===== src/rtl/uart_rx_ctrl_pkg.sv =====
// Shared types and helpers for the UART receive control block.
package uart_rx_pkg;

    typedef enum logic [2:0] {
        IDLE     = 3'd0,
        START    = 3'd1,
        BITS     = 3'd2,
        STOP_CHK = 3'd3
    } rx_state_t;

    localparam int DEF_CLKS_PER_BIT  = 10;
    localparam int DEF_NUM_DATA_BITS = 8;
    localparam int FRAME_BITS        = DEF_NUM_DATA_BITS + 1;

    // Bit-period timer must be able to hold the full CLKS_PER_BIT value.
    function automatic int timer_width(input int clks_per_bit);
        return $clog2(clks_per_bit + 1);
    endfunction

    // Data bits plus the trailing stop bit.
    function automatic int frame_bits(input int num_data_bits);
        return num_data_bits + 1;
    endfunction

endpackage


===== src/rtl/uart_rx_ctrl_if.sv =====
// Serial line and shift-register handshake between the RX controller and its datapath.
interface uart_rx_ctrl_if;
    logic serial_in;
    logic stop_bit;
    logic serial_sync;
    logic shift_strobe;
    logic load_buffer;
    logic framing_error;
    logic rx_busy;

    // Datapath / line side: drives the raw line and the shift-register MSB.
    modport master (
        output serial_in,
        output stop_bit,
        input  serial_sync,
        input  shift_strobe,
        input  load_buffer,
        input  framing_error,
        input  rx_busy
    );

    // Controller side.
    modport slave (
        input  serial_in,
        input  stop_bit,
        output serial_sync,
        output shift_strobe,
        output load_buffer,
        output framing_error,
        output rx_busy
    );
endinterface


===== src/rtl/uart_rx_ctrl_bit_timer.sv =====
// Clear/enable up-counter that pulses rollover on the cycle its count would reach
// the programmable terminal value, then wraps to 0. Period is exactly 'term' cycles.
module rx_bit_timer #(
    parameter int WIDTH = 4
) (
    input  logic             clk,
    input  logic             rst,
    input  logic             clear,
    input  logic             enable,
    input  logic [WIDTH-1:0] term,
    output logic             rollover
);

    logic [WIDTH-1:0] count;
    logic [WIDTH-1:0] count_inc;

    assign count_inc = count + WIDTH'(1);
    assign rollover  = enable && !clear && (count_inc == term);

    // Count while enabled; clear has priority, rollover wraps to 0.
    always_ff @(posedge clk or posedge rst) begin
        if (rst) begin
            count <= '0;
        end else if (clear) begin
            count <= '0;
        end else if (enable) begin
            count <= rollover ? '0 : count_inc;
        end
    end

endmodule


===== src/rtl/uart_rx_ctrl.sv =====
// UART RX control: line synchroniser, start detect, bit timing, stop-bit check.
// CLKS_PER_BIT must be even and >= 4.
// Optional build macro UART_RX_START_VALIDATE_EN: re-check the line at mid start bit
// and drop back to IDLE if it has returned high (glitch rejection).
module uart_rx_ctrl
    import uart_rx_pkg::*;
#(
    parameter int CLKS_PER_BIT  = DEF_CLKS_PER_BIT,
    parameter int NUM_DATA_BITS = DEF_NUM_DATA_BITS
) (
    input  logic           clk,
    input  logic           rst,
    uart_rx_ctrl_if.slave  rx_if
);

    localparam int TW     = timer_width(CLKS_PER_BIT);
    localparam int NFRAME = frame_bits(NUM_DATA_BITS);
    localparam int CW     = $clog2(NFRAME + 1);

    localparam logic [TW-1:0] HALF_TERM = TW'(CLKS_PER_BIT / 2);
    localparam logic [TW-1:0] FULL_TERM = TW'(CLKS_PER_BIT);
    localparam logic [CW-1:0] LAST_BIT  = CW'(NFRAME - 1);

    rx_state_t     state;
    logic [CW-1:0] bit_cnt;
    logic          framing_error_q;
    logic          sync_1;
    logic          sync_2;
    logic          sync_prev;
    logic          start_det;
    logic          timer_clear;
    logic          timer_en;
    logic          timer_roll;
    logic [TW-1:0] timer_term;

    // Two-flop synchroniser plus edge history; idle-high line so all reset to 1.
    always_ff @(posedge clk or posedge rst) begin
        if (rst) begin
            sync_1    <= 1'b1;
            sync_2    <= 1'b1;
            sync_prev <= 1'b1;
        end else begin
            sync_1    <= rx_if.serial_in;
            sync_2    <= sync_1;
            sync_prev <= sync_2;
        end
    end

    assign start_det   = (state == IDLE) && !sync_2 && sync_prev;
    assign timer_clear = start_det;
    assign timer_en    = (state == START) || (state == BITS);
    assign timer_term  = (state == START) ? HALF_TERM : FULL_TERM;

    rx_bit_timer #(
        .WIDTH (TW)
    ) u_bit_timer (
        .clk      (clk),
        .rst      (rst),
        .clear    (timer_clear),
        .enable   (timer_en),
        .term     (timer_term),
        .rollover (timer_roll)
    );

    // Frame sequencing: half-bit to mid start, then one strobe per full bit period.
    always_ff @(posedge clk or posedge rst) begin
        if (rst) begin
            state           <= IDLE;
            bit_cnt         <= '0;
            framing_error_q <= 1'b0;
        end else begin
            case (state)
                IDLE: begin
                    if (start_det) begin
                        state           <= START;
                        bit_cnt         <= '0;
                        framing_error_q <= 1'b0;
                    end
                end
                START: begin
                    if (timer_roll) begin
`ifdef UART_RX_START_VALIDATE_EN
                        state <= sync_2 ? IDLE : BITS;
`else
                        state <= BITS;
`endif
                    end
                end
                BITS: begin
                    if (timer_roll) begin
                        bit_cnt <= bit_cnt + CW'(1);
                        if (bit_cnt == LAST_BIT) begin
                            state <= STOP_CHK;
                        end
                    end
                end
                STOP_CHK: begin
                    if (!rx_if.stop_bit) begin
                        framing_error_q <= 1'b1;
                    end
                    state <= IDLE;
                end
                default: begin
                    state <= IDLE;
                end
            endcase
        end
    end

    // Pulses are decoded from registered state/timer so they land on the exact
    // bit-centre cycle; stop_bit is only valid once the final shift has happened,
    // i.e. during STOP_CHK itself. Busy covers the detection cycle as well.
    assign rx_if.serial_sync   = sync_2;
    assign rx_if.shift_strobe  = (state == BITS) && timer_roll;
    assign rx_if.load_buffer   = (state == STOP_CHK) && rx_if.stop_bit;
    assign rx_if.framing_error = framing_error_q;
    assign rx_if.rx_busy       = (state != IDLE) || start_det;

endmodule


===== src/flat_wrapper.sv =====
// flat-port wrapper written by rule: the top's interface ports become plain ports
module uart_rx_ctrl_flat import uart_rx_pkg::*;
#(
    parameter int CLKS_PER_BIT  = DEF_CLKS_PER_BIT,
    parameter int NUM_DATA_BITS = DEF_NUM_DATA_BITS
)
  (clk, rst, rx_if_serial_in, rx_if_stop_bit, rx_if_serial_sync, rx_if_shift_strobe, rx_if_load_buffer, rx_if_framing_error, rx_if_rx_busy);
  uart_rx_ctrl_if rx_if_i ();
  input  logic clk;
  input  logic rst;
  input wire logic [$bits(rx_if_i.serial_in)-1:0] rx_if_serial_in;
  input wire logic [$bits(rx_if_i.stop_bit)-1:0] rx_if_stop_bit;
  output wire logic [$bits(rx_if_i.serial_sync)-1:0] rx_if_serial_sync;
  output wire logic [$bits(rx_if_i.shift_strobe)-1:0] rx_if_shift_strobe;
  output wire logic [$bits(rx_if_i.load_buffer)-1:0] rx_if_load_buffer;
  output wire logic [$bits(rx_if_i.framing_error)-1:0] rx_if_framing_error;
  output wire logic [$bits(rx_if_i.rx_busy)-1:0] rx_if_rx_busy;
  assign rx_if_i.serial_in = rx_if_serial_in;
  assign rx_if_i.stop_bit = rx_if_stop_bit;
  assign rx_if_serial_sync = rx_if_i.serial_sync;
  assign rx_if_shift_strobe = rx_if_i.shift_strobe;
  assign rx_if_load_buffer = rx_if_i.load_buffer;
  assign rx_if_framing_error = rx_if_i.framing_error;
  assign rx_if_rx_busy = rx_if_i.rx_busy;
  uart_rx_ctrl #(.CLKS_PER_BIT(CLKS_PER_BIT), .NUM_DATA_BITS(NUM_DATA_BITS)) u_core (.clk(clk), .rst(rst), .rx_if(rx_if_i));
endmodule

===== config.mk =====
export PLATFORM = sky130hd
export DESIGN_NAME = uart_rx_ctrl_flat
export DESIGN_NICKNAME = d
export VERILOG_FILES = /design/src/rtl/uart_rx_ctrl_pkg.sv /design/src/rtl/uart_rx_ctrl_if.sv /design/src/rtl/uart_rx_ctrl_bit_timer.sv /design/src/rtl/uart_rx_ctrl.sv /design/src/flat_wrapper.sv
export SDC_FILE = /design/constraint.sdc
export NUM_CORES = 1
export LEC_CHECK = 0
export BUFFER_PORTS_ARGS = -buffer_cell sky130_fd_sc_hd__buf_4
export CELL_PAD_IN_SITES_DETAIL_PLACEMENT = 1
export CELL_PAD_IN_SITES_GLOBAL_PLACEMENT = 2
export CORE_ASPECT_RATIO = 1.2
export CORE_MARGIN = 2
export CORE_UTILIZATION = 36
export CTS_CLUSTER_SIZE = 16
export DETAILED_ROUTE_END_ITERATION = 12
export PLACE_DENSITY_LB_ADDON = 0.1
export RECOVER_POWER = 100
export SLEW_MARGIN = 30
export SYNTH_ARGS = -nofsm -noshare
export SYNTH_HDL_FRONTEND = slang
export SYNTH_HIERARCHICAL = 1
export SYNTH_SLANG_ARGS = --single-unit

===== constraint.sdc =====
create_clock -name clk -period 2.6 [get_ports clk]
set_clock_uncertainty 0.05 [all_clocks]
set_input_delay 0.26 -clock clk [delete_from_list [all_inputs] [get_ports clk]]
set_output_delay 0.26 -clock clk [all_outputs]
set_load 0.02 [all_outputs]

; Word-level counts from Yosys, hierarchy flattened
; Index checks and enable logic that the tools add are counted.
[totals]
regBits = 15
latchBits = 0
mem_bits_rw = 0
romBits = 0
out_inout_bits = 5
word_cells = 52
n_memories = 0
[classes]
add_sub_neg = 2
n_mul = 0
div_mod_pow = 0
order_cmp = 0
n_eq_ne = 10
shifts = 0
n_mux = 15
n_bitwise = 0
reduce_logical = 18
[op_table]
columns = operator, count
row1 = $mux W4, 6
row2 = $mux W3, 4
row3 = $pmux W3 S3, 1
row4 = $add A4 B1 Y4 const B, 2
row5 = $ne A2 B1 Y1 const B, 4
row6 = $pmux W4 S2, 1
row7 = $eq A3 B2 Y1 const B, 2
row8 = $logic_and A1 B1 Y1, 6
row9 = $reduce_and A3 Y1, 2
row10 = $reduce_bool A2 Y1, 3
row11 = $eq A4 B4 Y1, 1
row12 = $eq A4 B4 Y1 const B, 1
row13 = $reduce_and A4 Y1, 1
row14 = $eq A3 B1 Y1 const B, 1
row15 = $logic_not A3 Y1, 1
row16 = $reduce_bool A3 Y1, 1
row17 = $logic_not A1 Y1, 2
row18 = $logic_or A1 B1 Y1, 2
row19 = $mux W1, 2
row20 = $ne A2 B2 Y1 const B, 1
row21 = $pmux W1 S2, 1

; Longest topological paths before layout
; Gate-level depths: netlist of run 1.
[logic_depth]
depth_word = 9
ltp_mapped = 11
mapped_depth_nobuf = 11

; Hierarchy
; Netlist of run 1, hierarchy kept.
[by_module_without_submodules]
columns = mod, instances, cells_per_inst, area_each_um2, seq_area_each_um2
row1 = uart_rx_ctrl, 1, 58, 614.3, 254.0
row2 = rx_bit_timer, 1, 31, 286.5, 100.1

; Worst setup path after synthesis of run 1
; OpenSTA, ideal clock, no wires.
[synth_timing]
path_type = flip-flop to flip-flop
startpoint = register u_core.state[1]
endpoint = register u_core.bit_cnt[3]
arrival_time_ns = 2.083
required_time_ns = 2.431
path_slack_ns = 0.348
stages_incl_launch_ff = 12
path_buffers = 0
cell_sequence = dfrtp_1 inv_1 ha_1 inv_1 xor2_1 xnor2_1 nor3_2 and3b_1 mux2i_1 a21oi_2 mux2i_1 nand2_1
[synth_via]
elab_cells_between_ends = 16
classes_between = eq/ne: 5 / mux: 2 / reduce/logical: 9
[synth_lines]
columns = item, line_no
row1 = start: declaration, uart_rx_ctrl.sv:24  ; rx_state_t state;
row2 = start signal: assignment, uart_rx_ctrl.sv:68  ; state <= IDLE;
row3 = start signal: assignment, uart_rx_ctrl.sv:75  ; state <= START;
row4 = start signal: assignment, uart_rx_ctrl.sv:85  ; state <= BITS;
row5 = $eq A3 B1 Y1, uart_rx_ctrl.sv:52  ; assign timer_term = (state == START) ? HALF_TERM : FULL_TERM;
row6 = $mux W4, uart_rx_ctrl.sv:52
row7 = net u_core.timer_term[0], uart_rx_ctrl.sv:34  ; logic [TW-1:0] timer_term;
row8 = $eq A4 B4 Y1, uart_rx_ctrl_bit_timer.sv:18  ; assign rollover = enable && !clear && (count_inc == term);
row9 = $logic_and A1 B1 Y1, uart_rx_ctrl_bit_timer.sv:18
row10 = net u_core.timer_roll, uart_rx_ctrl.sv:33  ; logic timer_roll;
row11 = $ne A2 B1 Y1 (no line), n/a
row12 = $reduce_and A3 Y1 (no line), n/a
row13 = end signal: assignment, uart_rx_ctrl.sv:91  ; bit_cnt <= bit_cnt + CW'(1);
row14 = end: declaration, uart_rx_ctrl.sv:25  ; logic [CW-1:0] bit_cnt;
; The timed path passes the listed nets, and every way through them passes these cells.
; A chain may end at the register's enable or synchronous reset.

; Worst setup path after layout of run 1
[layout_timing]
startpoint = register u_core.state[0]
endpoint = output rx_if_shift_strobe
[layout_via]
elab_cells_between_ends = 12
classes_between = eq/ne: 3 / mux: 1 / reduce/logical: 8
[layout_lines]
columns = item, line_no
row1 = $eq A3 B1 Y1, uart_rx_ctrl.sv:52
row2 = $mux W4, uart_rx_ctrl.sv:52
row3 = net u_core.timer_term[0], uart_rx_ctrl.sv:34
row4 = $eq A4 B4 Y1, uart_rx_ctrl_bit_timer.sv:18
row5 = $logic_and A1 B1 Y1, uart_rx_ctrl_bit_timer.sv:18
row6 = net u_core.timer_roll, uart_rx_ctrl.sv:33
row7 = $logic_and A1 B1 Y1, uart_rx_ctrl.sv:114  ; assign rx_if.shift_strobe = (state == BITS) && timer_roll;
row8 = end: declaration, flat_wrapper.sv:14  ; output wire logic [$bits(rx_if_i.shift_strobe)-1:0] rx_if_shift_strobe;
; The timed path passes the listed nets, and every way through them passes these cells.

==> flow_summary.yaml, run 1 <==
outcome:
  status: "finished clean"
yosys:
  synth_cell_type_count: 36
  synth_top_area_share_pct: 30.6
  syn_nets: 101
  ys_ff_latch: 14
  netlist_instances: 89
  yosys-top-cells-area: "dfrtp_1 (31%), ha_1 (11%), dfstp_2 (8.8%)"
  yosys_warnings: 6
  synth.avg_cell_area_um2: 10.1
  yosysSeqAreaShare_pct: 39.3
  synth_area_um2: 901
  synth_top_cell_by_area: "dfrtp_1"
sta:
  finalSetupViolCount: 0
  slew_headroom_pct: 73.1
  maxSlewViolCount: 0
  holdWs_ns: 0.0387
  post-route-period-util_pct: 93.5
  tns_ns: 0
  rsz0062_at_grt: "false"
  tightest_slew_ns: 0.404
  fin_crit_ns: 2.43
  hold_violations: 0
  fmax_mhz: 411
worst_setup_path:
  path_class: "register to primary output"
  worstPathMaxFanout: 4
  rr_worst_depth: 10
  slowest_stage: "dfrtp_1"
  cp.required_ns: 2.29
  critical_path.startpoint_type: "register"
  critPathArrivalTime_ns: 2.12
  path_cells: "ha_1 -> inv_1 -> xor2_2 -> xnor2_2 -> nor3_2 -> and3b_2 -> and2_2 -> buf_4"
  cp_slowest_stage_delay_ns: 0.42
  crit_path_end_kind: "primary output"
clock_tree:
  clk_path_buf_depth: 2
  numCtsBuffers: 3
  cts.sinks: 14
  root_buffer: "clkbuf_4"
  cts_tree: "built"
  ctsHtreeMaxLevel: 1
  clkTransAtPathRegs_ns: 0.09
  clkLatencyLatePin_ns: 0.28
detailed_routing:
  wire_per_inst_um: 14.2
  first_iter_violations: 2
  drt-total-wl_um: 1940
  drc: 0
  viasPerCell: 4.90
  drt-pass1-iter-count: 2
  num_vias: 671
  ant_nets: 0
flow_run:
  maxCapViolCount: 0
global_route:
  antenna_found_initial: 0
  grt_pass1_vias: 702
  grt_pass1_wl_um: 3220
  grt_util_all_layers_pct: 15.1
  grt-ovfl-total: 0
  grt_max_degree: 11
floorplan:
  dieHeight_um: 58.8
  dieWidth_um: 49.7
  die_area_um2: 2920
  core_um2: 2330
  io_pins: 9
  std_cell_rows: 19
  start_util_pct: 38.7
min_path:
  hold_depth: 1
  hold_class: "primary input to register"
power_and_ir_drop:
  comb_power_share_pct: 60.7
  peakVddDrop_uv: 737
  p_sw_share_pct: 43.4
  pwr-share-clk_pct: 12.3
  p_seq_share_pct: 27.0
  cellInternalPower_uw: 718
  total_power_mw: 1.27
  power_density_nw_per_um2: 1180
  p_sw_uw: 551
  p_leak_nw: 0.496
layout:
  drive_gt1_share_pct: 27.4
  area_delta_synth_final_pct: 18.9
  n_antenna_cell: 0
  nets: 119
placement:
  place_congestion: 0.747
  dp.final_hpwl_um: 1470
  numPortBuffers: 8
[synthesized netlist by cell type, drive strengths merged]
cell    number
o21ai        6
nor2         4
nor3b        1
xnor2        4
dfstp        3
dfrtp       11
nor3         1
o21bai       1
a21oi        4
and2         2
ha           8
a22o         1
mux2i        3
clkbuf       1
nand2        8
nand3b       1
mux2         2
and3b        1
nand2b       2
o311ai       1
a211oi       2
o211a        1
nand4        1
a31o         1
nand3        4
buf          2
inv          9
xor2         4
[path summary, 6_finish.rpt]
kind / endpoint / start / slack, ns
worst max-delay path: rx_if_shift_strobe / u_core/state[0]$_DFFE_PP0P_ / 0.17
worst min-delay path: u_core/sync_1$_DFF_PP1_ / rx_if_serial_in / 0.04
worst max register to register: u_core/bit_cnt[3]$_DFFE_PP0P_ / u_core/state[0]$_DFFE_PP0P_ / 0.29
worst min register to register: u_core/rx_if.serial_sync$_DFF_PP1_ / u_core/sync_1$_DFF_PP1_ / 0.32
max in group asynchronous: u_core/sync_1$_DFF_PP1_ / rst / 1.70
min in group asynchronous: u_core/u_bit_timer/count[3]$_DFFE_PP0P_ / rst / 0.36
[layout by cell type (no fill, tap or decap), drive strengths merged]
| master | instances |
|---|---|
| a211oi | 2 |
| xnor2 | 4 |
| nand3 | 4 |
| nor3b | 1 |
| o21ai | 6 |
| clkbuf | 10 |
| a21oi | 4 |
| a31o | 1 |
| nor2 | 4 |
| inv | 9 |
| nand4 | 1 |
| and2 | 2 |
| dfstp | 3 |
| nor3 | 1 |
| xor2 | 4 |
| o211a | 1 |
| dfrtp | 11 |
| nand3b | 1 |
| mux2 | 2 |
| nand2b | 2 |
| o311ai | 1 |
| o21bai | 1 |
| ha | 8 |
| mux2i | 3 |
| dlygate4sd3 | 1 |
| buf | 9 |
| nand2 | 8 |
| and3b | 1 |
| a22o | 1 |
[flip-flops by register name, indices dropped and copies added (netlist names)]
signal,cells
u_core/bit_cnt,4
u_core/state,2
u_core/u_bit_timer/count,4
u_core/rx_if.framing_error,1
u_core/rx_if.serial_sync,1
u_core/sync_1,1
u_core/sync_prev,1
[worst max-delay path, delay by kind of cell (launching register included)]
| kind | cells | cell delay [ns] |
|---|---|---|
| adders and majority gates | 1 | 0.22 |
| DFF | 1 | 0.42 |
| and+or+nand+nor | 3 | 0.63 |
| xor gates and xnor gates | 2 | 0.29 |
| buffers and inverters | 2 | 0.28 |
[cells by family after synthesis]
| logic type | share of synthesized area, % |
|---|---|
| xor gates and xnor gates | 7.78 |
| buffers and inverters | 6.25 |
| adders and majority gates | 11.1 |
| DFF | 39.3 |
| and+or+nand+nor | 16.0 |
| AOI/OAI and AO/OA | 13.3 |
| muxes | 6.25 |
[power by group through the flow]
stage,clock network [mW],registers (mW),logic (mW)
final,0.156,0.342,0.770
after global routing,0.174,0.354,0.850
after CTS,0.165,0.343,0.761
after detailed placement,0,0.346,0.757
after global placement,0,0.344,0.745
after floorplan,0,0.352,0.567
[area by class of cell]
type,count,area [um2]
clock buffer,4,36.3
fill,278,1260
inverter,9,33.8
multi-input combinational,63,497
sequential,14,354
tap,31,38.8
timing repair buffer,16,111
[stage by stage]
stage               worst slack, ns  cells  utilization, %  cell area (um2)
global route                 0.0277    137            46.0             1070
detailed placement            0.185    129            43.2             1010
finish                        0.168    137            46.0             1070
floorplan                     0.348     89               -              901
CTS                          0.0134    134            45.2             1050
global placement              0.268    129            43.2             1010
[repair_timing]
item                       in CTS  in global routing
pin swaps                       1                  1
hold endpoints to repair       11                  0
setup buffers                   0                  3
gates resized for setup         0                  3
setup endpoints to repair       1                  4
hold buffers                    1                  0
[metal layers]
metal  part of all wire (%)  track usage (%)  vias up  wire [um]
met4                    1.8             4.76        0         35
met1                     45             16.7      331        868
li1                       -                -      332          -
met5                      0                0        -          0
met3                    1.5             4.57        4         29
met2                     52             27.6        4       1010
(Power assumes the default switching activity.)
==> run 2: changes to the inputs <==
--- a/config.mk
+++ b/config.mk
@@ -18,5 +18,4 @@
 export SLEW_MARGIN = 30
 export SYNTH_ARGS = -nofsm -noshare
 export SYNTH_HDL_FRONTEND = slang
-export SYNTH_HIERARCHICAL = 1
 export SYNTH_SLANG_ARGS = --single-unit
==> run 2 against run 1 <==
- die area increased by 3.0%
- synthesized cell count up 7.9%
- final area rose by 5.7%
- core utilization down 0.72 points
- non-clock buffer count unchanged
- first-iteration DRC count grew to 8.5 times the previous value
- wire length increased by 14%
- combinational power increased by 13%
- clock-buffer cell count did not move
- sequential share of layout area is 1.8 points lower
- critical path depth fell by 2
- critical path type is now register to register
- largest cell class unchanged
==> flow_summary.yaml, run 2 <==
detailed_routing:
  met2_length_um: 1070
  drt-pass1-iter-count: 3
  first_iter_violations: 17
  ant_nets: 0
  drt-total-wl_um: 2220
  num_vias: 822
  wl_met1_um: 1070
  viasPerCell: 5.63
  wl_met3_um: 43
  routed.top_layer: "met4"
  drc: 0
  wire_per_inst_um: 15.2
layout:
  n_antenna_cell: 0
  num-fill-cells: 306
  reg.largest.list: "u_core.bit_cnt x4, u_core.u_bit_timer.count x4, u_core.state x2"
  drive_gt1_share_pct: 18.6
  area_delta_synth_final_pct: 21.8
  mostFrequentLayoutCells: "dfrtp_1 (11), nand2_1 (8), inv_1 (7), buf_4 (7), clkbuf_1 (6)"
  nets: 125
  regArea_um2: 354
  final_common_cell: "dfrtp_1"
  multi_input_area_um2: 574
yosys:
  synth_cell_type_count: 39
  yosys-top-cells-area: "dfrtp_1 (30%), ha_1 (9.4%), dfstp_2 (8.5%)"
  synth.avg_cell_area_um2: 9.68
  synth.most_common_cell: "dfrtp_1"
  netlist_instances: 96
  yosysSeqAreaShare_pct: 38.1
  synth_top_cell_by_area: "dfrtp_1"
  synthFlopType: "dfrtp_1"
  synthArstFlopShare_pct: 100
  syn_nets: 107
  synth_edf_count: 0
  synth_area_um2: 930
  synth_top_area_share_pct: 29.6
  ys_ff_latch: 14
  synth_commonest_cells: "dfrtp_1 (11), nand2_1 (8), ha_1 (7), inv_1 (7)"
  yosys_warnings: 0
sta:
  tightest_slew_ns: 0.558
  tns_ns: 0
  fin_crit_ns: 2.43
  slew_headroom_pct: 62.8
  holdWs_ns: 0.0361
  fmax_mhz: 411
  maxSlewViolCount: 0
  rsz0062_at_grt: "false"
  post-route-period-util_pct: 93.6
  finalSetupViolCount: 0
  hold_violations: 0
clock_tree:
  cts_tree: "built"
  clkTransAtPathRegs_ns: 0.09
  ctsHtreeMaxLevel: 1
  numCtsBuffers: 3
  root_buffer: "clkbuf_4"
  clkLatencyLatePin_ns: 0.27
  clk_path_buf_depth: 2
  cts.sinks: 14
worst_setup_path:
  crit_buf_inv: 1
  cp_slowest_stage_delay_ns: 0.53
  critPathArrivalTime_ns: 2.55
  worstPathMaxFanout: 4
  slowest_stage: "or4b_1"
  path_class: "register to register"
  critical_path.startpoint_type: "register"
  cp.required_ns: 2.72
  critical_path.top_delay_family: "compound AO/OA/AOI/OAI gates"
  path_cells: "ha_4 -> or4b_1 -> mux2_4 -> clkbuf_1 -> o311a_1 -> a211o_1"
  crit_path_end_kind: "register"
power_and_ir_drop:
  peakVddDrop_uv: 513
  cellInternalPower_uw: 719
  p_sw_uw: 651
  pwr-share-clk_pct: 11.5
  p_sw_share_pct: 47.5
  p_seq_share_pct: 25.1
  p_leak_nw: 0.484
  power_density_nw_per_um2: 1210
  comb_power_share_pct: 63.3
placement:
  numPortBuffers: 8
  dp.final_hpwl_um: 1730
  place_congestion: 0.817
floorplan:
  std_cell_rows: 20
  dieHeight_um: 59.7
  die_area_um2: 3010
  core_um2: 2500
  start_util_pct: 37.2
  io_pins: 9
  dieWidth_um: 50.4
global_route:
  antenna_found_initial: 0
  grt_max_degree: 15
  grt_util_all_layers_pct: 17.8
  grt_pass1_wl_um: 4020
  grt_pass1_vias: 864
  grt-ovfl-total: 0
flow_run:
  maxCapViolCount: 0
min_path:
  hold_class: "primary input to register"
outcome:
  status: "finished clean"
==> run 2: path summary, 6_finish.rpt <==
path	cells past startpoint	start	slack [ns]	endpoint
max reg2reg	6	u_core.u_bit_timer.count[0]$_DFFE_PP0P_	0.17	u_core.bit_cnt[3]$_DFFE_PP0P_
min reg2reg	0	u_core.sync_1$_DFF_PP1_	0.32	u_core.rx_if.serial_sync$_DFF_PP1_
min in group asynchronous	3	rst	0.54	u_core.state[0]$_DFFE_PP0P_
max in group asynchronous	3	rst	1.59	u_core.sync_1$_DFF_PP1_
max	6	u_core.u_bit_timer.count[0]$_DFFE_PP0P_	0.17	u_core.bit_cnt[3]$_DFFE_PP0P_
min	1	rx_if_serial_in	0.04	u_core.sync_1$_DFF_PP1_
==> run 2: layout make-up <==
class / count / area share (%)
inverters: 7 / 2.32
flip-flops and latches: 14 / 31.3
multi-input cells: 72 / 50.7
repair buffers: 16 / 8.84
clock buffers: 4 / 3.20
well taps: 33 / 3.65
==> run 2: per-stage QoR <==
step                power [mW]  area, um2  std cells  setup WS (ns)  utilization (%)
floorplan                0.915        936         96          0.197                -
global placement          1.15       1060        138          0.257             42.2
detailed placement        1.17       1060        138          0.208             42.2
CTS                       1.37       1120        144        0.00970             45.0
global route              1.50       1130        146         0.0774             45.3
finish                    1.37       1130        146          0.166             45.3
==> run 2: repair_timing <==
action,CTS,global route
setup buffers,1,2
resized for setup,2,2
endpoints found under the hold margin,11,0
hold buffers,1,0
setup endpoints to repair,1,1
pin swaps,0,1
==> run 2: power by group through the flow <==
stage               sequential (mW)  combinational (mW)  clock [mW]
floorplan                     0.340               0.575           0
global placement              0.344               0.809           0
detailed placement            0.348               0.818           0
global route                  0.352               0.977       0.176
CTS                           0.345               0.860       0.166
finish                        0.345               0.868       0.158
==> run 2: kinds of logic (layout without fill, tap and decap cells) <==
logic type,count (synthesis),after routing,share of synthesized area [%]
XOR/XNOR,2,2,1.88
flip-flops,14,14,38.1
buffers and inverters,10,27,4.04
adder cells (fa/ha/maj),7,7,9.42
multiplexers,3,3,3.90
AO/OA/AOI/OAI,24,24,21.0
AND/OR/NAND/NOR,36,36,21.7
==> run 2: metal layers <==
metal | GRT usage [%] | up-vias
met5 | 0 | -
met4 | 6.95 | 0
met3 | 3.50 | 4
met2 | 31.0 | 7
met1 | 21.5 | 416
li1 | - | 395
==> run 3: changes to the inputs <==
--- a/config.mk
+++ b/config.mk
@@ -5,14 +5,14 @@
 export SDC_FILE = /design/constraint.sdc
 export NUM_CORES = 1
 export LEC_CHECK = 0
-export BUFFER_PORTS_ARGS = -buffer_cell sky130_fd_sc_hd__buf_4
 export CELL_PAD_IN_SITES_DETAIL_PLACEMENT = 1
 export CELL_PAD_IN_SITES_GLOBAL_PLACEMENT = 2
 export CORE_ASPECT_RATIO = 1.2
 export CORE_MARGIN = 2
-export CORE_UTILIZATION = 36
+export CORE_UTILIZATION = 38
 export CTS_CLUSTER_SIZE = 16
 export DETAILED_ROUTE_END_ITERATION = 12
+export DONT_BUFFER_PORTS = 1
 export PLACE_DENSITY_LB_ADDON = 0.1
 export RECOVER_POWER = 100
 export SLEW_MARGIN = 30
==> run 3 against run 2 <==
- setup slack lost 0.051 ns
- critical endpoint unchanged
- clock-buffer cell count is the same
- first-iteration DRC count shrank 18%
- sequential power shrank 3%
- non-clock buffer count shrank 2
- wire length grew 8.6%
==> flow_summary.yaml, run 3 (synthesized netlist as in run 2, its figures left out) <==
power_and_ir_drop:
  comb_power_share_pct: 63.8
  p_seq_share_pct: 24.1
  peakVddDrop_uv: 482
  p_sw_uw: 653
  cellInternalPower_uw: 731
  p_leak_nw: 0.489
  pwr-share-clk_pct: 12.2
  total_power_mw: 1.38
  p_sw_share_pct: 47.2
  power_density_nw_per_um2: 1240
floorplan:
  die_area_um2: 2860
  dieHeight_um: 58.2
  io_pins: 9
  std_cell_rows: 19
  start_util_pct: 40.3
  dieWidth_um: 49.2
  core_um2: 2310
detailed_routing:
  drt-total-wl_um: 2410
  first_iter_violations: 14
  wire_per_inst_um: 17.0
  drc: 0
  num_vias: 823
  ant_nets: 0
  viasPerCell: 5.80
  drt-pass1-iter-count: 4
sta:
  slew_headroom_pct: 63.0
  hold_violations: 0
  fmax_mhz: 402
  maxSlewViolCount: 0
  rsz0062_at_grt: "false"
  tns_ns: 0
  tightest_slew_ns: 0.554
  finalSetupViolCount: 0
  fin_crit_ns: 2.48
  post-route-period-util_pct: 95.6
worst_setup_path:
  path_class: "register to register"
  crit_path_end_kind: "register"
  cp_slowest_stage_delay_ns: 0.55
  reg2reg_to: "u_core.bit_cnt[3]$_DFFE_PP0P_"
  critPathArrivalTime_ns: 2.63
  worstReg2RegStart: "u_core.u_bit_timer.count[0]$_DFFE_PP0P_"
  worstSetupEndpoint: "u_core.bit_cnt[3]$_DFFE_PP0P_"
  rr_worst_depth: 6
  path_cells: "ha_1 -> or4b_4 -> mux2_4 -> clkbuf_1 -> o311a_1 -> a211o_1"
  worstPathMaxFanout: 5
  setup.reg_to_reg.worst_slack_ns: 0.12
  cp.required_ns: 2.75
  slowest_stage: "or4b_4"
  cp-startpoint: "u_core.u_bit_timer.count[0]$_DFFE_PP0P_"
  critical_path.startpoint_type: "register"
placement:
  postPlaceCellArea_um2: 1010
  numPortBuffers: 0
  dp.final_hpwl_um: 1700
  place_congestion: 0.737
global_route:
  grt_util_all_layers_pct: 19.6
  grt_pass1_wl_um: 4130
  grt-ovfl-total: 0
  grt_pass1_vias: 861
  antenna_found_initial: 0
  grt_max_degree: 15
outcome:
  status: "finished clean"
layout:
  drive_gt1_share_pct: 19.8
  final_core_util_pct: 48.3
  final_common_cell: "dfrtp_1"
  n_antenna_cell: 0
  nets: 123
  fin_area_um2: 1110
  reg.largest.list: "u_core.bit_cnt x4, u_core.u_bit_timer.count x4, u_core.state x2"
  area_delta_synth_final_pct: 19.8
  mostFrequentLayoutCells: "dfrtp_1 (11), buf_4 (10), nand2_1 (8)"
min_path:
  hold_class: "primary input to register"
  hold_depth: 3
clock_tree:
  clkLatencyLatePin_ns: 0.30
  ctsHtreeMaxLevel: 1
  root_buffer: "clkbuf_4"
  clkTransAtPathRegs_ns: 0.10
  cts.sinks: 14
  numCtsBuffers: 3
  clk_path_buf_depth: 2
  cts_tree: "built"
flow_run:
  maxCapViolCount: 0
==> run 3: power groups by stage <==
| stage | clock (mW) | combinational [mW] | sequential (mW) |
|---|---|---|---|
| 5_1_grt | 0.184 | 0.990 | 0.342 |
| 4_1_cts | 0.175 | 0.844 | 0.338 |
| 3_5_place_dp | 0 | 0.786 | 0.355 |
| 3_3_place_gp | 0 | 0.778 | 0.353 |
| 2_1_floorplan | 0 | 0.575 | 0.340 |
| 6_report | 0.169 | 0.883 | 0.333 |
==> run 3: what timing repair did <==
action,4_1_cts,5_1_grt
hold buffers,2,0
resized for setup,1,1
hold endpoints to repair,12,0
pin swaps,1,2
setup endpoints to repair,1,1
buffers inserted,3,3
==> run 3: critical path, delay by kind of cell, from the launching register on <==
family,cells,cell delay (ns)
buf+inv,1,0.16
mux,1,0.31
fa+ha+maj,1,0.31
simple gates,1,0.55
flops,1,0.39
compound gates,2,0.63
==> run 3: how the worst min path moves through the flow <==
stage,endpoint,slack [ns],start
global placement,u_core.u_bit_timer.count[3]$_DFFE_PP0P_,0.17,rst
floorplan,u_core.bit_cnt[0]$_DFFE_PP0P_,0.1,rst
CTS,u_core.rx_if.framing_error$_DFFE_PP0P_,0.08,rx_if_stop_bit
detailed placement,u_core.u_bit_timer.count[3]$_DFFE_PP0P_,0.18,rst
finish,u_core.rx_if.framing_error$_DFFE_PP0P_,0.09,rx_if_stop_bit
global route,u_core.rx_if.framing_error$_DFFE_PP0P_,0.14,rx_if_stop_bit
==> run 3: layout make-up <==
type,count,area [um2]
fillers,282,1190
flip-flops and latches,14,354
well taps,31,38.8
inverters,7,26.3
clock buffers,4,36.3
multi-input cells,72,556
repair buffers,14,103
==> run 3: per-layer routing <==
layer	wire length, um	global-route usage (%)
met5	0	0
met3	42	3.61
met1	1080	23.0
met4	52	10.6
met2	1230	34.0
==> run 3: stage by stage <==
| step | cells | hold WS, ns | setup WS, ns |
|---|---|---|---|
| 2_1_floorplan | 96 | 0.0971 | 0.197 |
| 3_3_place_gp | 130 | 0.175 | 0.247 |
| 3_5_place_dp | 130 | 0.181 | 0.231 |
| 4_1_cts | 139 | 0.0849 | 0.00828 |
| 5_1_grt | 142 | 0.141 | 0.0403 |
| 6_report | 142 | 0.0942 | 0.115 |
